$ cat src/rtl/friscv_rst_ctrl.sv
// friscv_rst_ctrl: reset sequencer with staged domain release, software reset and watchdog.
// Domains are released low-index first; a watchdog or software re-reset restarts from HOLD.
module friscv_rst_ctrl #(
   parameter int NUM_DOMAINS = 2,
   parameter int SYNC_STAGES = 2,
   parameter int HOLD_CYCLES = 8,
   parameter int STAGE_GAP   = 4,
   parameter int WDT_WIDTH   = 16
) (
   input  logic                   clk,
   input  logic                   rst_n,
   input  logic                   sw_rst_req_i,
   input  logic                   wdt_en_i,
   input  logic                   wdt_kick_i,
   input  logic [WDT_WIDTH-1:0]   wdt_limit_i,
   output logic [NUM_DOMAINS-1:0] domain_rst_n_o,
   output logic                   rst_done_o,
   output logic                   wdt_fired_o,
   output logic [1:0]             rst_cause_o
);
   localparam logic [1:0] S_HOLD = 2'd0;
   localparam logic [1:0] S_REL  = 2'd1;
   localparam logic [1:0] S_RUN  = 2'd2;
   localparam int CW = $clog2(HOLD_CYCLES + STAGE_GAP + 1);
   localparam logic [NUM_DOMAINS-1:0] DOM_ONE = NUM_DOMAINS'(1);

   logic [SYNC_STAGES-1:0] sync_q, sync_d;
   logic [1:0]             state_q, state_d;
   logic [CW-1:0]          cnt_q, cnt_d;
   logic [NUM_DOMAINS-1:0] dom_q, dom_d;
   logic [WDT_WIDTH-1:0]   wdt_q, wdt_d;
   logic                   fired_q, fired_d;
   logic [1:0]             cause_q, cause_d;
   logic                   synced, wdt_on, wdt_fire;

   assign synced   = sync_q[SYNC_STAGES-1];
   assign wdt_on   = (state_q == S_RUN) && (wdt_limit_i != '0);
   assign wdt_fire = wdt_on && !wdt_kick_i && (wdt_q == wdt_limit_i);

   always_comb begin
      sync_d  = {sync_q[SYNC_STAGES-2:0], 1'b1};
      state_d = state_q;
      cnt_d   = cnt_q;
      dom_d   = dom_q;
      wdt_d   = wdt_q;
      fired_d = fired_q;
      cause_d = cause_q;
      if (synced) begin
         if (state_q == S_HOLD) begin
            if (cnt_q == CW'(HOLD_CYCLES - 1)) begin
               state_d = S_REL;
               cnt_d   = '0;
               dom_d   = DOM_ONE;
            end else begin
               cnt_d = cnt_q + 1'b1;
            end
         end else if (state_q == S_REL) begin
            // Shifting in ones keeps already-released domains released.
            if (&dom_q) begin
               state_d = S_RUN;
            end else if (cnt_q == CW'(STAGE_GAP - 1)) begin
               cnt_d = '0;
               dom_d = (dom_q << 1) | DOM_ONE;
            end else begin
               cnt_d = cnt_q + 1'b1;
            end
         end else if (wdt_fire || sw_rst_req_i) begin
            state_d = S_HOLD;
            cnt_d   = '0;
            dom_d   = '0;
            wdt_d   = '0;
            fired_d = fired_q | wdt_fire;
            cause_d = wdt_fire ? 2'b10 : 2'b01;
         end else if (wdt_on) begin
            wdt_d = wdt_kick_i ? '0 : (wdt_en_i && !(&wdt_q)) ? wdt_q + 1'b1 : wdt_q;
         end
      end
   end

   always_ff @(posedge clk or negedge rst_n) begin
      if (!rst_n) begin
         sync_q  <= '0;
         state_q <= S_HOLD;
         cnt_q   <= '0;
         dom_q   <= '0;
         wdt_q   <= '0;
         fired_q <= 1'b0;
         cause_q <= 2'b00;
      end else begin
         sync_q  <= sync_d;
         state_q <= state_d;
         cnt_q   <= cnt_d;
         dom_q   <= dom_d;
         wdt_q   <= wdt_d;
         fired_q <= fired_d;
         cause_q <= cause_d;
      end
   end

   assign domain_rst_n_o = dom_q;
   assign rst_done_o     = (state_q == S_RUN);
   assign wdt_fired_o    = fired_q;
   assign rst_cause_o    = cause_q;
endmodule

$ cat config.mk
export PLATFORM = sky130hd
export DESIGN_NAME = friscv_rst_ctrl
export DESIGN_NICKNAME = d
export VERILOG_FILES = /design/src/rtl/friscv_rst_ctrl.sv
export SDC_FILE = /design/constraint.sdc
export NUM_CORES = 1
export LEC_CHECK = 0
export CAP_MARGIN = 30
export CORE_MARGIN = 1
export CORE_UTILIZATION = 40
export CTS_BUF_LIST = sky130_fd_sc_hd__clkbuf_4
export CTS_CLUSTER_DIAMETER = 60
export DETAILED_ROUTE_END_ITERATION = 10
export PLACE_DENSITY = 0.65
export SLEW_MARGIN = 20
export SYNTH_ARGS = -nofsm -noshare
export SYNTH_HDL_FRONTEND = slang
export SYNTH_SLANG_ARGS = --single-unit
export TNS_END_PERCENT = 50
$ cat constraint.sdc
create_clock -name clk -period 2.5 [get_ports clk]
set_clock_uncertainty 0.15 [all_clocks]
set_input_delay 0.25 -clock clk [delete_from_list [all_inputs] [get_ports clk]]
set_output_delay 0.25 -clock clk [all_outputs]
set_load 0.01 [all_outputs]
# After elaboration in Yosys (flattened, before gate mapping)
# Index checks and enable logic that the tools add are counted.
[totals]
out_inout_bits = 6
elab_cells = 60
regBits = 29
[classes]
reduce_logical = 19
n_eq_ne = 9
bitwise = 3
n_mux = 20
add_sub_neg = 2
[ops]
columns = ["op", "count"]
rows = [
  ["2-to-1 mux 16 bit", 4],
  ["2-to-1 mux 4 bit", 6],
  ["2-to-1 mux 2 bit", 10],
  ["adder 16 x 1 -> 16 bit (second input constant)", 1],
  ["equality test 16 bit", 1],
  ["AND reduction 16 bit", 1],
  ["nonzero test 16 bit", 1],
  ["AND reduction 5 bit", 2],
  ["AND reduction 4 bit", 2],
  ["!= test 3 x 2 -> 1 bit (second input constant)", 2],
  ["nonzero test 3 bit", 2],
  ["adder 4 x 1 -> 4 bit (second input constant)", 1],
  ["equality test 4 x 2 -> 1 bit (second input constant)", 1],
  ["equality test 4 x 3 -> 1 bit (second input constant)", 1],
  ["logical AND 1 bit", 4],
  ["!= test 3 bit (second input constant)", 1],
  ["AND reduction 3 bit", 1],
  ["equality test 2 x 1 -> 1 bit (second input constant)", 1],
  ["equality test 2 bit (second input constant)", 1],
  ["logical NOT 1 bit", 2],
  ["logical NOT 2 bit", 1],
  ["!= test 2 x 1 -> 1 bit (second input constant)", 1],
  ["inverter 1 bit", 2],
  ["AND reduction 2 bit", 1],
  ["3 further kinds", 3],
]

# Depth between registers and ports, before layout
# Gate-level depths: netlist of run 1.
[depth]
depth_word = 8
ltp_mapped = 9
mapped_depth_nobuf = 8

# Worst setup path after synthesis of run 1
# No wires, ideal clock.
[synth_path]
path_kind = "reg-to-reg"
start = "register wdt_q[5]"
end = "register wdt_q[15]"
t_arrival_ps = 1912
path_stages_with_launch = 9
setup_ps = 140
required_ps = 2210
path_slack_ps = 298
n_path_buf = 1
cell_sequence = "dfrtp_1 xor2_1 nor4_2 nand3_1 o21ba_2 or3_1 o21ai_1 buf_4 o22ai_1"
[synth_via]
elab_chain_len = 5
word_cells_on_any_way = 14
[synth_lines]
columns = ["element", "line", "rtl"]
rows = [
  ["from (decl)", "31", "logic [WDT_WIDTH-1:0] wdt_q, wdt_d;"],
  ["from (signal assigned)", "94", "wdt_q <= wdt_d;"],
  ["adder 16 x 1 -> 16 bit (tied with other cells)", "75", "wdt_d = wdt_kick_i ? '0 : (wdt_en_i && !(&wdt_q)) ? wdt_q + 1'b1 : wdt_q;"],
  ["2-to-1 mux 16 bit (tied with other cells) (2 in a row)", "75", ""],
  ["2-to-1 mux 16 bit (tied with other cells)", "74", "end else if (wdt_on) begin"],
  ["2-to-1 mux 16 bit or AND reduction 5 bit (tied branches)", "-", ""],
]
# Parallel ways exist; a longest one is shown, timed or not. The select of a mux whose other input is x is not followed.
# A chain may end at the register's enable or synchronous reset.

# Final worst setup path of run 1
[layout_path]
start = "register wdt_q[13]"
end = "register wdt_q[12]"
[layout_via]
elab_chain_len = 5
word_cells_on_any_way = 10
[layout_lines]
columns = ["element", "line"]
rows = [
  ["equality test 16 bit or AND reduction 16 bit (tied branches)", "38, 75"],
  ["logical AND 1 bit or logical NOT 1 bit (tied branches)", "38, 75"],
  ["logical OR 1 bit or logical AND 1 bit (tied branches)", "67, 75"],
  ["nonzero test 3 bit (no line) or nonzero test 2 bit (tied branches)", "-"],
  ["AND reduction 5 bit (no line)", "-"],
]
# Parallel ways exist; a longest one is shown, timed or not.

==> impl_metrics.csv, run 1 <==
group,metric,value,unit
status,status,"completed",
timing,report.final.setup_viol,0,
synthesis,synth.distinct_cells,40,
clocking,numCtsBuffers,5,
global_routing,grt_remaining_overflow,0,
placed_design,buffer_ports.inserted,26,
timing,tcrit_tclk_final,0.9462,
pwr,power_per_cell_area,601.3,mW/mm^2
synthesis,postSynthNetCount,220,
cells_and_area,num-nets-final,270,
synthesis,postSynthAreaPerCell,9.000,um^2
clocking,clock_path_buffers,2,
setup_path,worstSetupStartpoint,"wdt_q[13]",
routing,ant_nets,0,
job,cap_viol_max_count,0,
placed_design,pre_cts_ws,-132.3,ps
clocking,cts_hold_buffers,0,
clocking,htree_num_levels,2,
setup_path,r2r_setup_slk,130,ps
routing,route.detailed.drc,0,
routing,drt_wl_total,4305,um
synthesis,synth-seq-area-share,0.4093,
global_routing,largest_net_degree_at_the_start_of_global_routing,30,
floorplanning,placementRows,23,
timing,worst-slew-pin-transition,601.2,ps
synthesis,yosysWarningCount,0,
synthesis,postSynth.topFlopCell,"dfrtp_1",
pwr,finalPower,1.380,mW
clocking,clkLatencyLatePin,340,ps
cells_and_area,instances_no_fill,298,
floorplanning,initial_core_util,0.4308,
hold_path,min_path_type,"input port to async pin",
placed_design,placed_cells_incl_taps,290,
setup_path,worstSetupPathType,"flop to flop",
setup_path,r2r-end,"wdt_q[12]",
timing,worst_slew_margin_relative_to_its_limit,0.5949,
clocking,clkTransAtPathRegs,100,ps
setup_path,critical_path.startpoint_type,"flop",
setup_path,worst-endpoint-arrival,2450,ps
setup_path,crit_end,"wdt_q[12]",
clocking,cts_tree,"built",
routing,first_pass_iteration_count_of_the_detailed_router,4,
clocking,clk_root_buffer_cell,"clkbuf_4",
timing,timing.fmax,0.4227,GHz
synthesis,synth_area,0.001773,mm^2
synthesis,yosys_register_bits,29,
cells_and_area,syn2layout_area_growth,29.43,%
timing,finalCriticalPeriod,2366,ps
synthesis,synthesis.instances,197,
floorplanning,io_pins,27,
pwr,vdd_drop_max,0.0002707,V
setup_path,r2r_start,"wdt_q[13]",
setup_path,cp_data_required_time,2580,ps
timing,setup_repair_after_global_routing_missed_its_margin,"yes",
routing,number_of_drc_markers_after_the_initial_detailed_route_iteration,147,
setup_path,timing.critical_path.fanout_max,6,
synthesis,synth-edff-count,0,
clocking,number_of_buffers_added_for_setup_after_cts,0,
routing,route.detailed.wl_per_inst,14.45,um
global_routing,grt_first_pass_wirelength,7210,um
timing,finalHoldViolations,0,
setup_path,rr_worst_depth,8,
placed_design,detailedPlacementHpwl,3310,um
timing,final.hold.worst_slack,130.2,ps
pwr,leakagePower,1.071,nW
timing,slew_viol_final,0,
cells_and_area,post_route_cells_drive_above_1_share,0.1694,
routing,num_vias,1606,
cells_and_area,diodes,0,
setup_path,worstSetupEndpointType,"flop",
timing,setup_ws,134.5,ps
global_routing,grt_antenna_before_repair,0,
floorplanning,die-height,68.58,um
global_routing,first_global_vias,1524,
routing,detail_route.vias_per_cell,5.389,
floorplanning,fp.dieW,68.58,um
global_routing,global_router_s_overall_resource_usage,0.2140,
placed_design,gp_routability_congestion,0.9178,
synthesis,async_set_or_reset_flop_fraction_in_the_synthesized_netlist,1.000,
floorplanning,dieArea,0.004703,mm^2
floorplanning,core_area,0.004115,mm^2
clocking,clock-sinks,29,
## power by group
part / internal (mW) / switching (mW)
Clock: 0.106 / 0.175
Combinational: 0.231 / 0.250
Sequential: 0.543 / 0.0741
## layout make-up
type | count | area (um^2)
multi-input cells | 154 | 987.2
well taps | 50 | 62.56
clock buffers | 5 | 37.54
inverters | 9 | 33.78
repair buffers | 48 | 429.2
flip-flops and latches | 29 | 726.9
fillers | 403 | 1821
clock inverters | 3 | 17.52
## worst max-delay path: stages, from the launching register on
cell and delay, ps:
dfrtp_1 440, xor2_1 210, nor4_2 300, nand3_2 170, o21ba_2 240, or3_1 320
o21ai_1 120, buf_4 170, o21ba_2 150
## cells in the mapped netlist (all sizes together), types with 6 or more instances
| library cell | count | area, um^2 |
|---|---|---|
| dfrtp | 29 | 725.7 |
| xor2 | 24 | 210.2 |
| o21ai | 22 | 113.9 |
| nand2 | 17 | 63.81 |
| nor2 | 17 | 63.81 |
| inv | 9 | 33.78 |
| and3 | 8 | 50.05 |
| nand3 | 8 | 40.04 |
| nor4 | 7 | 62.56 |
| a21oi | 6 | 30.03 |
| o31ai | 6 | 45.04 |
## timing repair
item                                    in CTS  in global routing
hold endpoints to repair                     0                  0
gates resized for setup                      0                  3
endpoints found under the setup margin       0                  6
## kinds of logic after synthesis
group,count (synthesis),share of synthesized area
buffers and inverters,14,0.03670
XOR/XNOR,24,0.1186
multiplexers,2,0.01270
AND/OR/NAND/NOR,74,0.2251
adder cells (fa/ha/maj),2,0.01411
AO/OA/AOI/OAI,51,0.1814
flip-flops,29,0.4093
other,1,0.002115
## worst min-delay path by stage
| stage | startpoint | end | slack, ps | depth (start not counted) |
|---|---|---|---|---|
| detailed placement | sync_q[0] | sync_q[1] | 180 | 0 |
| global placement | sync_q[0] | sync_q[1] | 180 | 0 |
| floorplan | rst_n | cnt_q[0] | -200 | 0 |
| CTS | rst_n | domain_rst_n_o[1] | 140 | 2 |
| global route | rst_n | rst_cause_o[0] | 160 | 2 |
| finish | rst_n | domain_rst_n_o[1] | 130 | 2 |
## layout by cell type (no fill, tap or decap), types with 2 or more instances in the layout
cell and n:
nand2_1 17, o21ai_0 20, and3_1 8, or3_1 2
ha_1 2, xor2_1 24, a21o_1 3, o21ba_2 2
clkinv_2 2, a31oi_1 2, nand4_1 2, buf_4 21
nor3_1 3, clkbuf_4 5, nand3_1 7, a21oi_1 6
o21a_1 2, and4_1 2, o31ai_1 6, dfrtp_1 28
o211ai_1 4, clkdlybuf4s50_1 26, and2_1 3, inv_1 9
nor4_1 4, mux2_2 2, nor4_2 3, nor2_1 17
## sequential cells by signal, indices dropped and copies added (netlist names)
name	flops
wdt_fired_o	1
domain_rst_n_o	2
rst_cause_o	2
state_q	2
wdt_q	16
sync_q	2
cnt_q	4
## per-layer routing
| layer | track usage | vias to the layer above | wire length, um |
|---|---|---|---|
| met3 | 0.05592 | 6 | 269 |
| met2 | 0.3113 | 41 | 1903 |
| li1 | - | 808 | - |
| met5 | 0 | - | 0 |
| met4 | 0.07813 | 0 | 59 |
| met1 | 0.3019 | 751 | 2073 |
## per-stage QoR
| stage | area, um^2 | utilization | setup TNS (ps) |
|---|---|---|---|
| 6_report | 2295 | 0.5576 | 0 |
| 5_1_grt | 2295 | 0.5576 | -5.353 |
| 4_1_cts | 2285 | 0.5552 | 0 |
| 3_5_place_dp | 2230 | 0.5418 | -873.7 |
| 3_3_place_gp | 2230 | 0.5418 | -573.9 |
| 2_1_floorplan | 1773 | - | 0 |
Power figures use the tool's default switching activity.
==> run 2, diff against run 1 <==
CORE_ASPECT_RATIO = 1.5   (was not set)
GPL_TIMING_DRIVEN = 0   (was not set)
==> run 2 against run 1 <==
Effect of this change:
- via count grew 0.37%
- routed wire length up 9.5%
- cell area fell by 1.9%
- register-to-register slack lost 50 ps
- non-clock buffer count is 10 lower
- hold slack improved by 72 ps
- first-iteration DRC count fell by 68%
- core utilization decreased by 2.7 points
- clock power about the same
- critical path type unchanged
- largest cell class unchanged
==> impl_metrics.csv, run 2 (synthesis gave the netlist of run 1 again) <==
group,metric,value,unit
global_routing,grt_remaining_overflow,0,
pwr,pwr-share-comb,0.337,
floorplanning,dieArea,0.004708,mm^2
clocking,clkLatencyLatePin,320,ps
cells_and_area,top_regs,"wdt_q x16, cnt_q x4",
clocking,clkTransAtPathRegs,90,ps
clocking,clk_root_buffer_cell,"clkbuf_4",
cells_and_area,largest_register,"wdt_q",
cells_and_area,layout.cells.most_common_list,"dfrtp_1 (25), clkdlybuf4s50_1 (25), xor2_1 (24), o21ai_0 (19), nand2_1 (17)",
setup_path,worstSetupEndpointType,"flop",
setup_path,worstSetupPathType,"flop to flop",
routing,route.detailed.wl_per_inst,16.60,um
timing,timing.fmax,0.4137,GHz
placed_design,buffer_ports.inserted,26,
timing,finalHoldViolations,0,
cells_and_area,post-route-util,0.5302,
global_routing,grt_first_pass_wirelength,7700,um
hold_path,min_path_type,"flop to flop",
clocking,htree_num_levels,2,
job,cap_viol_max_count,0,
pwr,finalPower,1.393,mW
global_routing,largest_net_degree_at_the_start_of_global_routing,30,
pwr,power_per_cell_area,618.7,mW/mm^2
cells_and_area,post_route_cells_drive_above_1_share,0.1639,
setup_path,timing.critical_path.fanout_max,7,
pwr,power.share.switching,0.3650,
global_routing,grt_antenna_before_repair,0,
pwr,clock_power_share,0.201,
clocking,clock_path_buffers,2,
routing,num_vias,1612,
routing,route.detailed.drc,0,
floorplanning,die-height,83.54,um
floorplanning,placementRows,29,
hold_path,worst_hold_path.num_cells,0,
timing,report.final.setup_viol,0,
clocking,numCtsBuffers,5,
routing,drt_wl_total,4715,um
cells_and_area,largest_reg_flops,16,
timing,slew_viol_final,0,
placed_design,gp_routability_congestion,0.8796,
cells_and_area,diodes,0,
cells_and_area,fill_cells,402,
pwr,vdd_drop_max,0.0005222,V
routing,first_pass_iteration_count_of_the_detailed_router,4,
clocking,clock-sinks,29,
pwr,intPower,0.8843,mW
timing,worst_slew_margin_relative_to_its_limit,0.5630,
floorplanning,fp.dieW,56.36,um
clocking,cts_tree,"built",
status,status,"completed",
floorplanning,io_pins,27,
timing,setup_repair_after_global_routing_missed_its_margin,"yes",
pwr,power_frac_seq,0.462,
floorplanning,initial_core_util,0.4176,
routing,detail_route.vias_per_cell,5.676,
cells_and_area,num-nets-final,260,
setup_path,rr_worst_depth,7,
cells_and_area,syn2layout_area_growth,26.96,%
setup_path,critical_path.startpoint_type,"flop",
pwr,power.switching,0.5084,mW
global_routing,first_global_vias,1580,
floorplanning,core_area,0.004245,mm^2
placed_design,detailedPlacementHpwl,3451,um
setup_path,cp_data_required_time,2600,ps
global_routing,global_router_s_overall_resource_usage,0.2136,
routing,number_of_drc_markers_after_the_initial_detailed_route_iteration,47,
timing,tcrit_tclk_final,0.9669,
timing,worst-slew-pin-transition,655.5,ps
setup_path,worst-endpoint-arrival,2520,ps
timing,finalCriticalPeriod,2417,ps
pwr,leakagePower,1.025,nW
routing,ant_nets,0,
==> run 2: cell count changes in the layout (fill, tap and decap cells not counted), sizes merged <==
cell	change
buf	-13
clkinvlp	-1
dlygate4sd3	+1
clkbuf	+4
clkdlybuf4s50	-1
==> run 2: power by group through the flow <==
stage          logic (mW)  registers [mW]  clock network, mW
6_report            0.469           0.643              0.280
5_1_grt             0.530           0.660              0.314
4_1_cts             0.434           0.643              0.296
3_5_place_dp        0.421           0.650                  0
3_3_place_gp        0.415           0.649                  0
2_1_floorplan       0.265           0.627                  0
==> run 2: final timing paths <==
kind | from | to | slack (ps)
max reg2reg | state_q[0] | wdt_q[14] | 80
max in group asynchronous | rst_n | wdt_q[8] | 1400
min reg2reg | sync_q[0] | sync_q[1] | 200
min in group asynchronous | rst_n | wdt_q[9] | 340
max | state_q[0] | wdt_q[14] | 80
min | sync_q[0] | sync_q[1] | 200
==> run 2: what timing repair did <==
item | CTS | global route
pin swaps | 1 | 9
endpoints found under the setup margin | 14 | 16
buffers inserted | 0 | 5
gates resized for setup | 6 | 18
hold endpoints to repair | 29 | 0
gates cloned | 1 | 0
hold buffers | 1 | 0
==> run 2: metal layers <==
| metal | part of all wire | vias to the layer above | routed length [um] | track usage |
|---|---|---|---|---|
| li1 | - | 785 | - | - |
| met4 | 0.026 | 0 | 121 | 0.08869 |
| met3 | 0.033 | 9 | 154 | 0.03566 |
| met5 | 0 | - | 0 | 0 |
| met1 | 0.42 | 772 | 1983 | 0.2398 |
| met2 | 0.52 | 46 | 2455 | 0.3896 |
==> run 2: final cells by class <==
cell class	count	area, um^2	area share
multi-input combinational	154	1022	0.4541
tap	46	57.56	0.02557
clock buffer	6	45.04	0.02001
clock inverter	2	10.01	0.004447
inverter	9	33.78	0.01501
sequential	29	730.7	0.3246
timing repair buffer	33	310.3	0.1379
buffer	5	41.29	0.01834
==> run 2: worst max-delay path, cell delays in order, from the launching register on <==
cell,delay [ps]
dfrtp_1,460
nand2b_1,220
nor3_1,290
nand3_2,170
nor3_4,310
o21ai_2,180
or4_1,420
a21oi_1,150
==> run 2: metrics by stage <==
stage	cells	setup slack (ps)	cell area [um^2]	hold WS [ps]	TNS [ps]
global placement	269	-266.0	2091	183.5	-2993
floorplan	197	297.6	1773	-195.6	0
global route	284	-73.52	2251	222.4	-469.7
CTS	279	9.540	2162	208.1	0
finish	284	82.73	2251	202.7	0
detailed placement	269	-309.3	2086	176.8	-3570
==> run 3, diff against run 2 <==
CAP_MARGIN = 10   (was 30)
==> results of run 3 <==
Same layout as run 2: the final DEF is identical, and so are final timing and power.
==> patch: new RTL, config.mk and constraints of run 2 <==
Compare `cnt_q` against `CW'(HOLD_CYCLES - 1)` with >= in place of ==.
--- a/src/rtl/friscv_rst_ctrl.sv
+++ b/src/rtl/friscv_rst_ctrl.sv
@@ -48,5 +48,5 @@
       if (synced) begin
          if (state_q == S_HOLD) begin
-            if (cnt_q == CW'(HOLD_CYCLES - 1)) begin
+            if (cnt_q >= CW'(HOLD_CYCLES - 1)) begin
                state_d = S_REL;
                cnt_d   = '0;
Behaviour: same outputs for any inputs over 10 cycles, from zero or initial values and one cycle with rst_n low; that may be too few to reach the edited logic, so the function may still have changed.
==> patch against run 2 <==
Clock power rose by 38%; routed wire length fell by 7.7%; area after synthesis fell by 1.1%; worst setup slack improved by 0.0018 ns; sequential cell count did not move; critical path depth rose by 1; via count rose by 0.87%; power rose by 12%; cell area fell by 2.7%; final cell count fell by 2.5%; die area fell by 1.0%; largest power group unchanged; highest routed layer unchanged.
==> patch: results (changes against run 2) <==
The flow ran to the end, and the final reports show no timing, DRC or antenna violations. The instance area after placement is 2070 um^2 (-0.90%). The first element of the critical path is wdt_q[2].

The static leakage came out at 0.911 nW (-11%). The sequential fraction of design power came out at 0.399 (-0.063). The synthesized net count came out at 218 (-0.91%). The compound-cell area share of the yosys netlist came to 0.218 (+0.0362). The via count of the first global-routing pass came out at 1,584 (+0.25%). The maximum resistive drop on vdd is 533 uV (+2.1%).

The count of cell types in the netlist came to 45 (+13%). In this run the critical register-to-register path is captured at wdt_q[11]. The insertion delay of the later-clocked pin in the worst-skew pair came out at 0.34 ns (+0.02 ns). The slew at the pin closest to its max-slew limit came out at 0.646 ns (-0.00990 ns). The arrival time at the worst endpoint came out at 2.48 ns (-0.04 ns). The global-route usage over all layers came out at 0.199 (-0.0150).

The cell family contributing the most delay on the critical path is compound AO/OA/AOI/OAI gates. The final cycle utilization of the critical path is 0.966 (about the same). The number of nets in the final layout came out at 253 (-2.7%). The parity-gate share of the synthesized area counting xor and xnor cells came out at 0.0799 (-0.0387). The total of cells resized after clock tree synthesis is 0 (-6). In the post-synthesis netlist, the biggest area contributors are sky130_fd_sc_hd__dfrtp_1 (41%), sky130_fd_sc_hd__xor2_1 (5.5%), sky130_fd_sc_hd__o21ai_0 (5.1%). The fraction of the mapped netlist area in adder cells is 0.0143 (+0.000151). The switching power as a share of total power is 0.349 (-0.0156). The routability-driven placement congestion ratio was 0.859 (-2.4%). The length in cells of the worst reg-to-reg path was 8 (+1). The via count was 1,626 (+0.87%).

The global-route wire length before repair is 7.32 mm (-4.9%). The post-placement worst setup slack is -0.362 ns (-0.0527 ns). The async set-or-reset flop fraction in the synthesized netlist is 1.00 (unchanged). The post-detailed-placement half-perimeter wirelength came to 3.22 mm (-6.6%). The detailed-route vias per instance is 5.87 (+3.4%). The portion of the post-synthesis area used by sequential elements came out at 0.414 (+0.00438). The worst hold slack after final layout is 0.207 ns (+0.00384 ns). The share of cell area taken by muxes after synthesis is 0.00571 (-0.00700). The count of placed standard cells including taps was 267 (-0.74%). The total power density per cell area is 712 nW/um^2 (+15%). The total wirelength of the detailed-routed design came out at 4.35 mm (-7.7%). The clock group total power is 0.387 mW (+38%).
-- patch: changes by cell type after synthesis, sizes merged, moves of 3 or more --
| cell | before | now |
|---|---|---|
| and2 | 3 | 0 |
| xor2 | 24 | 11 |
| nand2 | 17 | 13 |
| o211ai | 4 | 0 |
| nand4 | 2 | 6 |
| nor2b | 1 | 4 |
| o21ai | 22 | 33 |
| xnor2 | 0 | 5 |
| and3 | 8 | 5 |
-- patch: metal layers --
metal / vias up / part of all wire / GRT usage
met3: 7 / 0.046 / 0.0327
met5: - / 0 / 0
met4: 0 / 0.020 / 0.0798
met2: 54 / 0.52 / 0.344
li1: 785 / - / -
met1: 780 / 0.41 / 0.241
-- patch: area by class of cell --
cell class                 instances  area [um^2]  area share
sequential                        29          726       0.331
multi-input combinational        153          990       0.452
clock inverter                     3         41.3      0.0189
tap                               46         57.6      0.0263
buffer                             6         38.8      0.0177
timing repair buffer              28          273       0.125
clock buffer                       5         37.5      0.0171
inverter                           7         26.3      0.0120
